[src/rtl/udma_uart_pkg.sv]
// Shared types and constants for the uDMA UART transmitter: FSM states,
// parity modes and the data-width encoding of cfg_bits_i.
package udma_uart_pkg;

    typedef enum logic [2:0] {
        StIdle,
        StStart,
        StData,
        StParity,
        StStop1,
        StStop2,
        StBreak
    } tx_state_e;

    localparam logic [1:0] PAR_EVEN  = 2'd0;
    localparam logic [1:0] PAR_ODD   = 2'd1;
    localparam logic [1:0] PAR_MARK  = 2'd2;
    localparam logic [1:0] PAR_SPACE = 2'd3;

    localparam logic [2:0] BITS_5 = 3'd0;
    localparam logic [2:0] BITS_6 = 3'd1;
    localparam logic [2:0] BITS_7 = 3'd2;
    localparam logic [2:0] BITS_8 = 3'd3;
    localparam logic [2:0] BITS_9 = 3'd4;

    // Index of the last data bit; encodings above BITS_9 saturate to 9 bits.
    function automatic logic [3:0] last_bit_idx(input logic [2:0] bits);
        if (bits > BITS_9) begin
            return 4'd8;
        end
        return {1'b0, bits} + 4'd4;
    endfunction

    // xor_acc is the XOR of all data bits that were sent.
    function automatic logic parity_bit(input logic [1:0] mode, input logic xor_acc);
        logic p;
        p = 1'b0;
        case (mode)
            PAR_EVEN:  p = xor_acc;
            PAR_ODD:   p = ~xor_acc;
            PAR_MARK:  p = 1'b1;
            PAR_SPACE: p = 1'b0;
            default:   p = 1'b0;
        endcase
        return p;
    endfunction

endpackage

[src/rtl/udma_uart_tx_fifo.sv]
// Small synchronous FIFO for the UART TX path; power-of-two depth,
// head word always visible on rdata.
module udma_uart_tx_fifo #(
    parameter int unsigned WIDTH = 9,
    parameter int unsigned DEPTH = 4
) (
    input  logic                     clk_i,
    input  logic                     rstn_i,
    input  logic                     flush,
    input  logic                     push,
    input  logic                     pop,
    input  logic [WIDTH-1:0]         wdata,
    output logic [WIDTH-1:0]         rdata,
    output logic                     full,
    output logic                     empty,
    output logic [$clog2(DEPTH):0]   level
);

    localparam int unsigned PTR_W = $clog2(DEPTH);
    localparam int unsigned LVL_W = PTR_W + 1;
    localparam logic [LVL_W-1:0] FULL_LVL = LVL_W'(DEPTH);

    logic [WIDTH-1:0] mem [DEPTH];
    logic [PTR_W-1:0] wr_ptr_q, rd_ptr_q;
    logic [LVL_W-1:0] level_q;
    logic             do_push, do_pop;

    assign full    = (level_q == FULL_LVL);
    assign empty   = (level_q == '0);
    assign level   = level_q;
    assign rdata   = mem[rd_ptr_q];
    assign do_push = push & ~full;
    assign do_pop  = pop & ~empty;

    always_ff @(posedge clk_i or negedge rstn_i) begin
        if (!rstn_i) begin
            wr_ptr_q <= '0;
            rd_ptr_q <= '0;
            level_q  <= '0;
        end else if (flush) begin
            wr_ptr_q <= '0;
            rd_ptr_q <= '0;
            level_q  <= '0;
        end else begin
            if (do_push) begin
                wr_ptr_q <= wr_ptr_q + 1'b1;
            end
            if (do_pop) begin
                rd_ptr_q <= rd_ptr_q + 1'b1;
            end
            case ({do_push, do_pop})
                2'b10:   level_q <= level_q + 1'b1;
                2'b01:   level_q <= level_q - 1'b1;
                default: level_q <= level_q;
            endcase
        end
    end

    always_ff @(posedge clk_i) begin
        if (do_push) begin
            mem[wr_ptr_q] <= wdata;
        end
    end

endmodule

[src/rtl/udma_uart_tx_gen.sv]
// uDMA UART transmitter: FIFO-buffered, 5..9 data bits, parity, 1/2 stop
// bits, CTS gating and break generation on a registered serial line.
module udma_uart_tx_gen
    import udma_uart_pkg::*;
#(
    parameter int unsigned DIV_W      = 16,
    parameter int unsigned FIFO_DEPTH = 4
) (
    input  logic                          clk_i,
    input  logic                          rstn_i,
    input  logic                          cfg_en_i,
    input  logic [DIV_W-1:0]              cfg_div_i,
    input  logic [2:0]                    cfg_bits_i,
    input  logic                          cfg_parity_en_i,
    input  logic [1:0]                    cfg_parity_mode_i,
    input  logic                          cfg_stop_bits_i,
    input  logic                          cfg_cts_en_i,
    input  logic                          cfg_break_i,
    input  logic                          cts_ni,
    input  logic [8:0]                    tx_data_i,
    input  logic                          tx_valid_i,
    output logic                          tx_ready_o,
    output logic                          tx_o,
    output logic                          busy_o,
    output logic [$clog2(FIFO_DEPTH):0]   fifo_level_o
);

    logic cts_meta_q, cts_sync_q;

    always_ff @(posedge clk_i or negedge rstn_i) begin
        if (!rstn_i) begin
            cts_meta_q <= 1'b1;
            cts_sync_q <= 1'b1;
        end else begin
            cts_meta_q <= cts_ni;
            cts_sync_q <= cts_meta_q;
        end
    end

    logic       fifo_full, fifo_empty, push, pop;
    logic [8:0] fifo_rdata;

    assign tx_ready_o = cfg_en_i & ~fifo_full;
    assign push       = tx_valid_i & tx_ready_o;

    udma_uart_tx_fifo #(
        .WIDTH (9),
        .DEPTH (FIFO_DEPTH)
    ) u_fifo (
        .clk_i  (clk_i),
        .rstn_i (rstn_i),
        .flush  (~cfg_en_i),
        .push   (push),
        .pop    (pop),
        .wdata  (tx_data_i),
        .rdata  (fifo_rdata),
        .full   (fifo_full),
        .empty  (fifo_empty),
        .level  (fifo_level_o)
    );

    tx_state_e        state_q, state_d;
    logic [8:0]       shift_q, shift_d;
    logic [3:0]       bit_cnt_q, bit_cnt_d;
    logic [3:0]       last_bit_q, last_bit_d;
    logic             parity_q, parity_d;
    logic             par_en_q, par_en_d;
    logic [1:0]       par_mode_q, par_mode_d;
    logic             stop2_q, stop2_d;
    logic [DIV_W-1:0] div_q, div_d;
    logic [DIV_W-1:0] baud_q, baud_d;
    logic             tx_q, tx_d;
    logic             gate_open, bit_end, launch;

    assign gate_open = ~cfg_cts_en_i | ~cts_sync_q;
    assign bit_end   = (baud_q == div_q);

    always_comb begin
        state_d    = state_q;
        shift_d    = shift_q;
        bit_cnt_d  = bit_cnt_q;
        last_bit_d = last_bit_q;
        parity_d   = parity_q;
        par_en_d   = par_en_q;
        par_mode_d = par_mode_q;
        stop2_d    = stop2_q;
        div_d      = div_q;
        tx_d       = tx_q;
        baud_d     = bit_end ? '0 : baud_q + 1'b1;
        pop        = 1'b0;
        launch     = 1'b0;

        unique case (state_q)
            StIdle: begin
                launch = 1'b1;
            end
            StStart: begin
                if (bit_end) begin
                    state_d   = StData;
                    bit_cnt_d = '0;
                    tx_d      = shift_q[0];
                end
            end
            StData: begin
                if (bit_end) begin
                    parity_d = parity_q ^ shift_q[0];
                    if (bit_cnt_q == last_bit_q) begin
                        if (par_en_q) begin
                            state_d = StParity;
                            tx_d    = parity_bit(par_mode_q, parity_q ^ shift_q[0]);
                        end else begin
                            state_d = StStop1;
                            tx_d    = 1'b1;
                        end
                    end else begin
                        bit_cnt_d = bit_cnt_q + 1'b1;
                        shift_d   = {1'b0, shift_q[8:1]};
                        tx_d      = shift_q[1];
                    end
                end
            end
            StParity: begin
                if (bit_end) begin
                    state_d = StStop1;
                    tx_d    = 1'b1;
                end
            end
            StStop1: begin
                if (bit_end) begin
                    if (stop2_q) begin
                        state_d = StStop2;
                    end else begin
                        launch = 1'b1;
                    end
                end
            end
            StStop2: begin
                if (bit_end) begin
                    launch = 1'b1;
                end
            end
            StBreak: begin
                tx_d = 1'b0;
                if (!cfg_break_i) begin
                    state_d = StStop1;
                    tx_d    = 1'b1;
                end
            end
            default: begin
                state_d = StIdle;
                tx_d    = 1'b1;
            end
        endcase

        // Frame boundary: decide the next frame here so back-to-back frames
        // need no idle cycle between the last stop bit and the next start.
        if (launch) begin
            if (cfg_break_i) begin
                state_d = StBreak;
                tx_d    = 1'b0;
                div_d   = cfg_div_i;
                stop2_d = 1'b0;
            end else if (!fifo_empty && gate_open) begin
                pop        = 1'b1;
                state_d    = StStart;
                tx_d       = 1'b0;
                shift_d    = fifo_rdata;
                parity_d   = 1'b0;
                last_bit_d = last_bit_idx(cfg_bits_i);
                par_en_d   = cfg_parity_en_i;
                par_mode_d = cfg_parity_mode_i;
                stop2_d    = cfg_stop_bits_i;
                div_d      = cfg_div_i;
            end else begin
                state_d = StIdle;
                tx_d    = 1'b1;
            end
        end

        if (state_q == StIdle || state_q == StBreak || state_d != state_q) begin
            baud_d = '0;
        end

        if (!cfg_en_i) begin
            state_d = StIdle;
            tx_d    = 1'b1;
            baud_d  = '0;
            pop     = 1'b0;
        end
    end

    always_ff @(posedge clk_i or negedge rstn_i) begin
        if (!rstn_i) begin
            state_q    <= StIdle;
            shift_q    <= '0;
            bit_cnt_q  <= '0;
            last_bit_q <= 4'd7;
            parity_q   <= 1'b0;
            par_en_q   <= 1'b0;
            par_mode_q <= PAR_EVEN;
            stop2_q    <= 1'b0;
            div_q      <= '0;
            baud_q     <= '0;
            tx_q       <= 1'b1;
        end else begin
            state_q    <= state_d;
            shift_q    <= shift_d;
            bit_cnt_q  <= bit_cnt_d;
            last_bit_q <= last_bit_d;
            parity_q   <= parity_d;
            par_en_q   <= par_en_d;
            par_mode_q <= par_mode_d;
            stop2_q    <= stop2_d;
            div_q      <= div_d;
            baud_q     <= baud_d;
            tx_q       <= tx_d;
        end
    end

    assign tx_o   = tx_q;
    assign busy_o = (state_q != StIdle) | ~fifo_empty;

endmodule

[config.mk]
export PLATFORM = sky130hd
export DESIGN_NAME = udma_uart_tx_gen
export DESIGN_NICKNAME = d
export VERILOG_FILES = /design/src/rtl/udma_uart_pkg.sv /design/src/rtl/udma_uart_tx_fifo.sv /design/src/rtl/udma_uart_tx_gen.sv
export SDC_FILE = /design/constraint.sdc
export NUM_CORES = 1
export LEC_CHECK = 0
export ABC_AREA = 1
export BUFFER_PORTS_ARGS = -buffer_cell sky130_fd_sc_hd__buf_2
export CAP_MARGIN = 10
export CORE_MARGIN = 1.5
export CORE_UTILIZATION = 45
export DETAILED_ROUTE_END_ITERATION = 10
export GPL_TIMING_DRIVEN = 0
export PLACE_DENSITY = 0.72
export SYNTH_ARGS = -nofsm -noshare
export SYNTH_HDL_FRONTEND = slang
export SYNTH_SLANG_ARGS = --single-unit
[constraint.sdc]
create_clock -name clk_i -period 2.1 [get_ports clk_i]
set_input_delay 0.315 -clock clk_i [delete_from_list [all_inputs] [get_ports clk_i]]
set_output_delay 0.315 -clock clk_i [all_outputs]
set_load 0.005 [all_outputs]
==> key figures <==
Status
  • Status: finished with violations
  • Failing checks: setup timing

Detailed routing
  • Drt wl/cell: 13.51 um
  • Routed vias: 4,185
  • Final ANT Viol Nets: 0
  • Vias per Instance: 5.079
  • DRC viols: 0
  • Final wirelength: 11.13 mm
  • Drt pass-1 iters: 4
  • Initial DRC count: 213

Synthesis
  • Main synth FF type: dfrtp_1
  • Netlist Area Pre-Place: 5197 um2
  • Most frequent cells after synthesis: 146 x nand2_1, 76 x nor2_1, 67 x inv_1
  • Top cell type's share of synthesized area: 29.37%
  • Count leader, synth: nand2_1
  • Count of unique library cells instantiated by Yosys: 41
  • Ys async rst share: 65.05%
  • EDFF count, synth: 36
  • Yosys warns: 0
  • Synth Area per Inst: 8.591 um2
  • Syn Nets: 651
  • Number of synthesized register bits: 103
  • Yosys top cell by area: dfrtp_1
  • Synth area leaders: dfrtp_1 29%, edfxtp_1 21%, nand2_1 11%
  • Cells after Synth: 605
  • Register area share after synthesis: 53.20%

Hold path
  • Min-Delay Path Class: primary input to flip-flop

Finish
  • Ant diodes: 0
  • Post-route cell area: 6222 um2
  • Layout cells sized above 1: 25.70%
  • Finished Core Util: 54.96%
  • Area Overhead vs Synth: 19.72%
  • Fin nets: 722
  • Finished Layout Cells: 824

CTS
  • Root Driver: clkbuf_16
  • Reg clk slew, reported paths: 0.08 ns
  • CTS sink cnt: 103
  • Max Root-Sink Buffers: 2
  • H-tree depth: 3
  • Worst-skew pair later-pin latency: 0.36 ns
  • CTS Buf Count: 9
  • CTS tree: done

Setup path
  • CP top delay family: flip-flops
  • CP cell instances: inv_1 > a31oi_2 > nand2_2 > inv_1 > nor2_1 > nand2_2 > inv_2 > fa_2 > xor2_1 > xor2_1 > o22ai_1
  • Worst Path Buf+Inv: 3
  • Setup CP Type: flip-flop to flip-flop
  • CP max stage delay: 0.44 ns
  • CP endpoint kind: flip-flop
  • CP max-delay cell: dfrtp_1
  • R2r setup slk: -0.09 ns
  • CP Launch Type: flip-flop
  • Worst Path Arrival: 2.44 ns
  • CP max FO: 6
  • CP Data Required Time: 2.35 ns

STA
  • Pins Over Slew Limit: 0
  • Clock skew: 0.008311 ns
  • RSZ-0062 raised after global routing: true
  • Slew HR: 43.37%
  • Fin crit period: 2.188 ns
  • Final Worst Setup Slack: -0.08795 ns
  • Worst Tran Pin Value: 0.8494 ns
  • # setup viols final: 19
  • Crit share post-route: 104.2%
  • Worst hold margin: 0.04235 ns
  • F_max: 0.4571 GHz
  • Final hold viol count: 0

Floorplanning
  • Core Footprint: 11,320 um2
  • I/O Pins: 45
  • Die height: 110.5 um
  • Die area: 12,200 um2
  • Std-Cell Rows: 39
  • Initial Utilization: 45.91%
  • Chip Width: 110.5 um

Global route
  • Vias in the first global route: 4,069
  • GRT Util Overall: 18.90%
  • Largest net degree at the start of global routing: 68
  • GR Overflow Total: 0
  • Global-route wire length before repair: 18.64 mm
  • Initial antenna violation count: 0

Placed design
  • DP Area: 5608 um2
  • Inst Count DP: 791
  • GPL Wtd Cong: 0.9261
  • HPWL after detailed placement: 7.498 mm
  • Port Buf Inserts: 43

Pwr
  • Pwr Density: 1194 nW/um2
  • Pwr Total: 7.432 mW
  • Leak Pwr: 2.799 nW
  • Peak VDD IR: 0.7397 mV

Job
  • Max-cap violation count: 0
stage by stage:
| stage | setup slack (ns) | TNS, ns |
|---|---|---|
| final | -0.08795 | -0.9479 |
| after global routing | -0.2296 | -4.266 |
| after CTS | -0.07734 | -0.5629 |
| after detailed placement | -0.3466 | -4.394 |
| after global placement | -0.2672 | -3.509 |
| after floorplan | -0.02843 | -0.03346 |
registers in the layout, summed over array words and instances (netlist names), 2 cells and up:
register,count
u_fifo.wr_ptr_q,2
div_q,16
baud_q,16
bit_cnt_q,4
u_fifo.rd_ptr_q,2
last_bit_q,4
par_mode_q,2
u_fifo.level,3
state_q,3
shift_q,9
u_fifo.mem,36
cell families after synthesis:
family | Yosys count | share of synthesized area, %
simple gates | 290 | 25.81
mux | 1 | 0.2166
buf+inv | 105 | 8.088
fa+ha+maj | 7 | 1.830
xor+xnor | 4 | 0.6740
flops | 103 | 53.20
compound gates | 95 | 10.18
layout by cell type (no fill, tap or decap), types with 10 or more instances in the layout:
cell	n
a21oi_1	10
nor2_1	64
edfxtp_1	36
nor2_4	18
nand2_1	133
nor2_2	11
inv_2	19
buf_4	21
buf_2	43
inv_1	65
nand2_2	15
nand3_1	26
o21ai_0	52
dfrtp_1	61
worst paths after layout:
kind	start	end	cells after the start
setup / recovery	u_fifo.level[1]$_DFFE_PN0P_	u_fifo.level[2]$_DFFE_PN0P_	11
hold / removal	cts_ni	cts_meta_q$_DFF_PN1_	1
setup reg to reg	u_fifo.level[1]$_DFFE_PN0P_	u_fifo.level[2]$_DFFE_PN0P_	11
hold reg to reg	cts_meta_q$_DFF_PN1_	cts_sync_q$_DFF_PN1_	0
max in group asynchronous	rstn_i	baud_q[11]$_DFF_PN0_	1
min in group asynchronous	rstn_i	div_q[1]$_DFFE_PN0P_	1
power breakdown:
part	leakage (nW)	switching, mW	internal (mW)
combinational	1.47	1.76	1.12
sequential	1.17	0.257	2.54
clock	0.156	0.881	0.872
total	2.80	2.90	4.53
cell type report:
| type | count | area, um2 |
|---|---|---|
| Sequential cell | 103 | 2765 |
| Clock buffer | 9 | 225.2 |
| Timing Repair Buffer | 60 | 369.1 |
| Tap cell | 143 | 178.9 |
| Fill cell | 994 | 5099 |
| Inverter | 88 | 330.3 |
| Multi-Input combinational cell | 397 | 2143 |
| Clock inverter | 7 | 96.34 |
| Buffer | 17 | 113.9 |
routing by layer:
layer  part of all wire, %  up-vias  GRT usage [%]  wire (um)
met5                     0        -              0          0
met2                    51       80          33.17       5672
met4                   1.8        0          7.094        205
met3                   4.0       17          4.226        450
met1                    43     1996          22.69       4805
li1                      -     2092              -          -
what timing repair did:
action | in CTS | in global routing
endpoints found under the hold margin | 0 | 0
hold buffers | 0 | 0
gates resized for setup | 10 | 44
setup buffers | 10 | 6
pin swaps | 9 | 13
gates cloned | 1 | 0
endpoints found under the setup margin | 32 | 76
Note: power is estimated with default switching activity, not from simulation.
